$ cat src/rtl/rf_wb_scheduler.sv
// Register-file write-port scheduler: arbitrates ALU/load writebacks onto one
// registered write port and keeps a pending-write scoreboard for issue hazards.
module rf_wb_scheduler #(
  parameter int XLEN       = 32,
  parameter int STARVE_MAX = 3
) (
  input  logic            i_clk,
  input  logic            i_rst_n,
  input  logic            i_alu_valid,
  output logic            o_alu_ready,
  input  logic [4:0]      i_alu_rd_addr,
  input  logic [XLEN-1:0] i_alu_data,
  input  logic            i_ld_valid,
  output logic            o_ld_ready,
  input  logic [4:0]      i_ld_rd_addr,
  input  logic [XLEN-1:0] i_ld_data,
  output logic            o_rf_we,
  output logic [4:0]      o_rf_rd_addr,
  output logic [XLEN-1:0] o_rf_rd,
  input  logic            i_iss_valid,
  input  logic            i_iss_has_rd,
  input  logic [4:0]      i_iss_rd_addr,
  input  logic [4:0]      i_iss_rs1_addr,
  input  logic [4:0]      i_iss_rs2_addr,
  output logic            o_iss_stall,
  output logic            o_wb_unexp
);

  logic [3:0]      r_starve_cnt;
  logic            r_we;
  logic [4:0]      r_wr_addr;
  logic [XLEN-1:0] r_wr_data;
  logic [31:1]     r_busy;

  logic [31:0]     w_busy;
  logic [31:0]     w_busy_next;
  logic            w_starved;
  logic            w_alu_win;
  logic            w_ld_win;
  logic            w_set;
  logic            w_clr;

  assign w_busy    = {r_busy, 1'b0};
  assign w_starved = (r_starve_cnt == 4'(STARVE_MAX));

  // Load has priority except when the ALU has lost STARVE_MAX times in a row.
  assign w_alu_win = i_alu_valid && (!i_ld_valid || w_starved);
  assign w_ld_win  = i_ld_valid && !w_alu_win;

  assign o_alu_ready = i_rst_n && w_alu_win;
  assign o_ld_ready  = i_rst_n && w_ld_win;

  assign o_iss_stall = !i_rst_n ||
                       (i_iss_valid && (w_busy[i_iss_rs1_addr] || w_busy[i_iss_rs2_addr] ||
                                        (i_iss_has_rd && w_busy[i_iss_rd_addr])));

  assign w_set = i_iss_valid && !o_iss_stall && i_iss_has_rd && (i_iss_rd_addr != 5'd0);
  assign w_clr = r_we;

  assign o_rf_we      = r_we;
  assign o_rf_rd_addr = r_wr_addr;
  assign o_rf_rd      = r_wr_data;
  assign o_wb_unexp   = r_we && !w_busy[r_wr_addr];

  // Per-register next state; a set from issue overrides a same-edge clear.
  assign w_busy_next[0] = 1'b0;
  generate
    for (genvar gi = 1; gi < 32; gi++) begin : g_busy
      assign w_busy_next[gi] = (w_set && (i_iss_rd_addr == 5'(gi))) ? 1'b1 :
                               (w_clr && (r_wr_addr == 5'(gi)))     ? 1'b0 :
                               w_busy[gi];
    end
  endgenerate

  always_ff @(posedge i_clk or negedge i_rst_n) begin
    if (!i_rst_n) begin
      r_busy <= '0;
    end else begin
      r_busy <= w_busy_next[31:1];
    end
  end

  always_ff @(posedge i_clk or negedge i_rst_n) begin
    if (!i_rst_n) begin
      r_starve_cnt <= 4'd0;
    end else if (i_alu_valid && !o_alu_ready) begin
      if (!w_starved) begin
        r_starve_cnt <= r_starve_cnt + 4'd1;
      end
    end else begin
      r_starve_cnt <= 4'd0;
    end
  end

  // x0 writes are accepted but never reach the RF.
  always_ff @(posedge i_clk or negedge i_rst_n) begin
    if (!i_rst_n) begin
      r_we      <= 1'b0;
      r_wr_addr <= 5'd0;
      r_wr_data <= '0;
    end else if (o_alu_ready) begin
      r_we      <= (i_alu_rd_addr != 5'd0);
      r_wr_addr <= i_alu_rd_addr;
      r_wr_data <= i_alu_data;
    end else if (o_ld_ready) begin
      r_we      <= (i_ld_rd_addr != 5'd0);
      r_wr_addr <= i_ld_rd_addr;
      r_wr_data <= i_ld_data;
    end else begin
      r_we      <= 1'b0;
    end
  end

endmodule
$ cat config.mk
export PLATFORM = sky130hd
export DESIGN_NAME = rf_wb_scheduler
export DESIGN_NICKNAME = d
export VERILOG_FILES = /design/src/rtl/rf_wb_scheduler.sv
export SDC_FILE = /design/constraint.sdc
export NUM_CORES = 1
export LEC_CHECK = 0
export CORE_ASPECT_RATIO = 1.2
export CORE_UTILIZATION = 40
export DETAILED_ROUTE_END_ITERATION = 6
export DONT_BUFFER_PORTS = 1
export PLACE_DENSITY_LB_ADDON = 0.1
export SYNTH_ARGS = -nofsm -noshare
export SYNTH_HDL_FRONTEND = slang
export SYNTH_SLANG_ARGS = --single-unit
$ cat constraint.sdc
create_clock -name i_clk -period 5 [get_ports i_clk]
set_input_delay 1 -clock i_clk [delete_from_list [all_inputs] [get_ports i_clk]]
set_output_delay 1 -clock i_clk [all_outputs]
set_load 0.02 [all_outputs]
# Word level (Yosys, flattened, before mapping)
# Cells that the tools add are included.
# Widths: inputs -> output; s select.
[op_classes] eq_ne=64 magnitude_cmp=4 n_reduce_logical=118 n_mux=78 add_sub_neg=1
[op_table] cell="$eq 5x5->1 const B" n=32
[op_table] cell="$eq 5x4->1 const B" n=16
[op_table] cell="$logic_and 1x1->1" n=73
[op_table] cell="$mux 1" n=68
[op_table] cell="$mux 32" n=2
[op_table] cell="$reduce_bool 2->1" n=32
[op_table] cell="$eq 5x3->1 const B" n=8
[op_table] cell="$lt 5x6->1 const B" n=4
[op_table] cell="$bmux 1 s5" n=4
[op_table] cell="$eq 5x2->1 const B" n=4
[op_table] cell="$reduce_bool 5->1" n=3
[op_table] cell="$eq 5x1->1 const B" n=2
[op_table] cell="$mux 5" n=2
[op_table] cell="$mux 4" n=2
[op_table] cell="$logic_not 1->1" n=6
[op_table] cell="$add 4x1->4 const B" n=1
[op_table] cell="$eq 4x2->1 const B" n=1
[op_table] cell="$logic_or 1x1->1" n=4
[op_table] cell="$ne 2x2->1 const B" n=1
[totals] out_inout_bits=42 register_bits=73 elab_cells=300

# Logic depth before layout (Yosys ltp)
[depth] word_depth=12 ltp_mapped=9

# Worst setup path after synthesis
# Ideal clock, no wire load.
[synth_path] kind="input-to-output" start="input port i_iss_rs1_addr[0]" end="output port o_iss_stall" t_required_ns=4.000 slack_ns=1.297 arrival_ns=2.703 stages=8 path_cell_list="buf_2 > mux4_2 > nor4bb_1 > nor2_1 > nand4_1 > nand3_4 > buf_6 > a21bo_1"
[synth_between] elab_chain_len=6
[synth_lines] element="from (decl)" line="23" rtl="input logic [4:0] i_iss_rs1_addr,"
[synth_lines] element="$bmux 1 s5" line="54" rtl="(i_iss_valid && (w_busy[i_iss_rs1_addr] || w_busy[i_iss_rs2_addr] ||"
[synth_lines] element="$mux 1 (implied by the code)" line="54"
[synth_lines] element="$logic_or 1x1->1 (2 in a row)" line="54"
[synth_lines] element="$logic_and 1x1->1" line="54"
[synth_lines] element="$logic_or 1x1->1" line="53" rtl="assign o_iss_stall = !i_rst_n ||"
[synth_lines] element="to (decl)" line="25" rtl="output logic o_iss_stall,"
# No other way between the ends. The select of a mux whose other input is x is not followed.

# Final worst setup path
[layout_path] start="register r_wr_addr[0], in the netlist o_rf_rd_addr[0]" end="output port o_wb_unexp"
[layout_between] elab_chain_len=4
[layout_lines] element="from (decl)" line="31" rtl="logic [4:0] r_wr_addr;"
[layout_lines] element="from (signal assigned)" line="103" rtl="r_wr_addr <= i_alu_rd_addr;"
[layout_lines] element="from (signal assigned)" line="107" rtl="r_wr_addr <= i_ld_rd_addr;"
[layout_lines] element="$bmux 1 s5" line="63" rtl="assign o_wb_unexp = r_we && !w_busy[r_wr_addr];"
[layout_lines] element="$mux 1 (implied by the code)" line="63"
[layout_lines] element="$logic_not 1->1" line="63"
[layout_lines] element="$logic_and 1x1->1" line="63"
[layout_lines] element="to (decl)" line="26" rtl="output logic o_wb_unexp"
# No other way between the ends. The select of a mux whose other input is x is not followed.

==> results.yml <==
cells_and_area:
  post-route-util_pct: 45.0
  area_delta_synth_final_pct: 9.40
  final_cell_mix: "78 x o21ai_0, 73 x dfrtp_1, 60 x nand2_1, 36 x o22ai_1, 27 x mux4_2"
  diodes: 0
  drive_gt1_share_pct: 15.8
  final_common_cell: "o21ai_0"
  final_nets: 510
power_and_ir_drop:
  p_seq_share_pct: 45.6
  power_leakage_nw: 1.68
  switchingPower_mw: 0.911
  switching_share_pct: 35.4
  internal_power_mw: 1.67
  ir_worst_vdd_v: 0.000317
  combPwrFrac_pct: 23.8
  powerDensity_nw_per_um2: 541
  pwr-share-clk_pct: 30.6
timing:
  rsz0062_at_grt: "no"
  slew-limit-headroom_pct: 38.9
  fin_setup_tns_ps: 0
  setup_viol: 0
  slew_viol_final: 0
  hold_violations: 0
  timing.fmax_mhz: 265
  min_period_ps: 3780
  skew_ps: 7.32
  post-route-period-util_pct: 75.5
  worst_slew_pin_slew_ps: 911
logic_synthesis:
  yosys_warnings: 0
  synth_ff_type: "dfrtp_1"
  synthCells: 433
  yosysSeqAreaShare_pct: 42.0
  ys_types: 47
  syn_area_per_cell_um2: 10.0
  synth-edff-count: 0
  netlist_area_um2: 4350
  async_reset_ff_share_pct: 100
  synth_fp_nets: 529
  ys_seq_elements: 73
worst_setup_path:
  endpoint_kind: "output port"
  r2r_end: "r_starve_cnt[0]"
  worst-path-buf-inv: 0
  cp_top_family: "flip-flops"
  ff2ff_path_depth: 7
  critical-path-max-stage-delay_ps: 900
  slowest_stage: "dfrtp_1"
  path_depth: 4
  crit_end: "o_wb_unexp"
  worstSetupStartpointType: "flip-flop"
  r2r_start: "r_starve_cnt[0]"
  rrSetupSlack_ps: 2330
  worstPathRequired_ps: 4000
  critPathKind: "reg -> out"
  startpoint: "o_rf_rd_addr[0]"
  path_max_fanout: 16
  cp.arrival_ps: 2780
  crit_chain: "mux4_2 > nand3_1 > nand4b_1 > o21ai_0"
global_route:
  grt_max_degree: 79
  first_global_vias: 3609
  grt_use_total_pct: 24.2
  globalRouteOverflowTotal: 0
  grt_pass1_wl_um: 20500
  antenna_found_initial: 0
detailed_routing:
  drc: 0
  post_drt_wl_per_cell_um: 24.4
  drt-pass1-iter-count: 5
  wirelength_um: 13400
  ant_nets: 0
  drtIter0Drc: 342
  vias: 3626
  viasPerCell: 6.62
clock_network:
  clock-sinks: 73
  insertion_delay_ps: 330
  cts_tree: "built"
  cts_resized: 0
  cts_hold_buf: 0
  clockBufferDepth: 2
  htree_levels: 3
  cts_buffers: 9
  post_cts_buffers: 0
  clkSlewWorstSetupHoldPaths_ps: 60
  root_buffer: "clkbuf_16"
floorplanning:
  rows: 41
  ios: 137
  die_width_um: 97.2
  start_util_pct: 41.2
  die_h_um: 116
  die_area_um2: 11300
  core_um2: 10600
place:
  place.gp.congestion: 0.878
  portBuffers: 0
  dpl.hpwl_um: 9500
run_status:
  status: "finished, final reports clean"
job:
  maxCapViolations: 0
hold_path:
  hp-class: "in -> async"
worst reg2reg max path: stages, from the launching register on:
cell	delay [ps]
dfrtp_1	390
ha_1	190
nor3b_1	640
nand2b_1	180
and3_2	290
buf_4	540
nand2b_1	260
nor2_1	70
cell type report:
type,count,area (um2)
clock inverter,7,143
timing repair buffer,3,22.5
sequential,73,1830
clock buffer,9,225
inverter,4,15.0
fill,990,5810
tap,129,161
multi-input combinational,323,2370
cells in the mapped netlist, types with 8 or more instances:
cell,count,area (um2)
o21ai_0,78,390
dfrtp_1,73,1830
nand2_1,60,225
o22ai_1,36,225
mux4_2,27,608
clkbuf_1,22,82.6
nand3_1,12,60.1
nor2_1,10,37.5
nor2b_1,10,62.6
o21ai_1,10,50.1
o31ai_2,8,100
kinds of logic (layout without fill, tap and decap cells):
logic type	count (synthesis)	in the layout	synth area share [%]
flops	73	73	42.0
xor+xnor	2	2	0.403
buf+inv	37	23	3.91
fa+ha+maj	1	1	0.288
mux	38	38	16.7
compound gates	158	158	22.5
simple gates	124	124	14.3
power groups by stage:
stage / Clock, mW / Combinational (mW) / Sequential, mW
floorplan: 0 / 0.562 / 0.969
global placement: 0 / 0.596 / 1.17
detailed placement: 0 / 0.612 / 1.16
CTS: 0.806 / 0.612 / 1.15
global route: 0.829 / 0.678 / 1.18
finish: 0.789 / 0.612 / 1.18
worst min path at each step:
stage,depth (start not counted),slack [ps],to
floorplan,2,520,r_starve_cnt[1]
global placement,2,550,r_starve_cnt[1]
detailed placement,2,560,r_starve_cnt[3]
CTS,0,340,o_rf_rd[4]
global route,0,340,o_rf_rd[5]
finish,0,360,o_rf_rd[11]
sequential cells by signal (all words and copies together), names as in the netlist:
signal	count
r_starve_cnt	4
o_rf_we	1
o_rf_rd	32
r_busy	31
o_rf_rd_addr	5
per-stage QoR:
stage / cells / instance area, um2 / hold WS (ps) / total power, mW / worst slack (ps)
5_1_grt: 548 / 4760 / 339 / 2.69 / 1080
4_1_cts: 548 / 4760 / 343 / 2.57 / 1240
2_1_floorplan: 433 / 4350 / 517 / 1.53 / 1300
6_report: 548 / 4760 / 358 / 2.58 / 1220
3_3_place_gp: 532 / 4390 / 553 / 1.76 / 1350
3_5_place_dp: 532 / 4390 / 559 / 1.77 / 1320
layer usage:
layer | routed length (um) | share of wire, % | GRT usage (%)
met1 | 5000 | 37 | 28.6
met2 | 6500 | 49 | 39.9
met3 | 1480 | 11 | 8.56
met4 | 414 | 3.1 | 11.2
met5 | 0 | 0 | 0
Note: power is estimated with default switching activity, not from simulation.
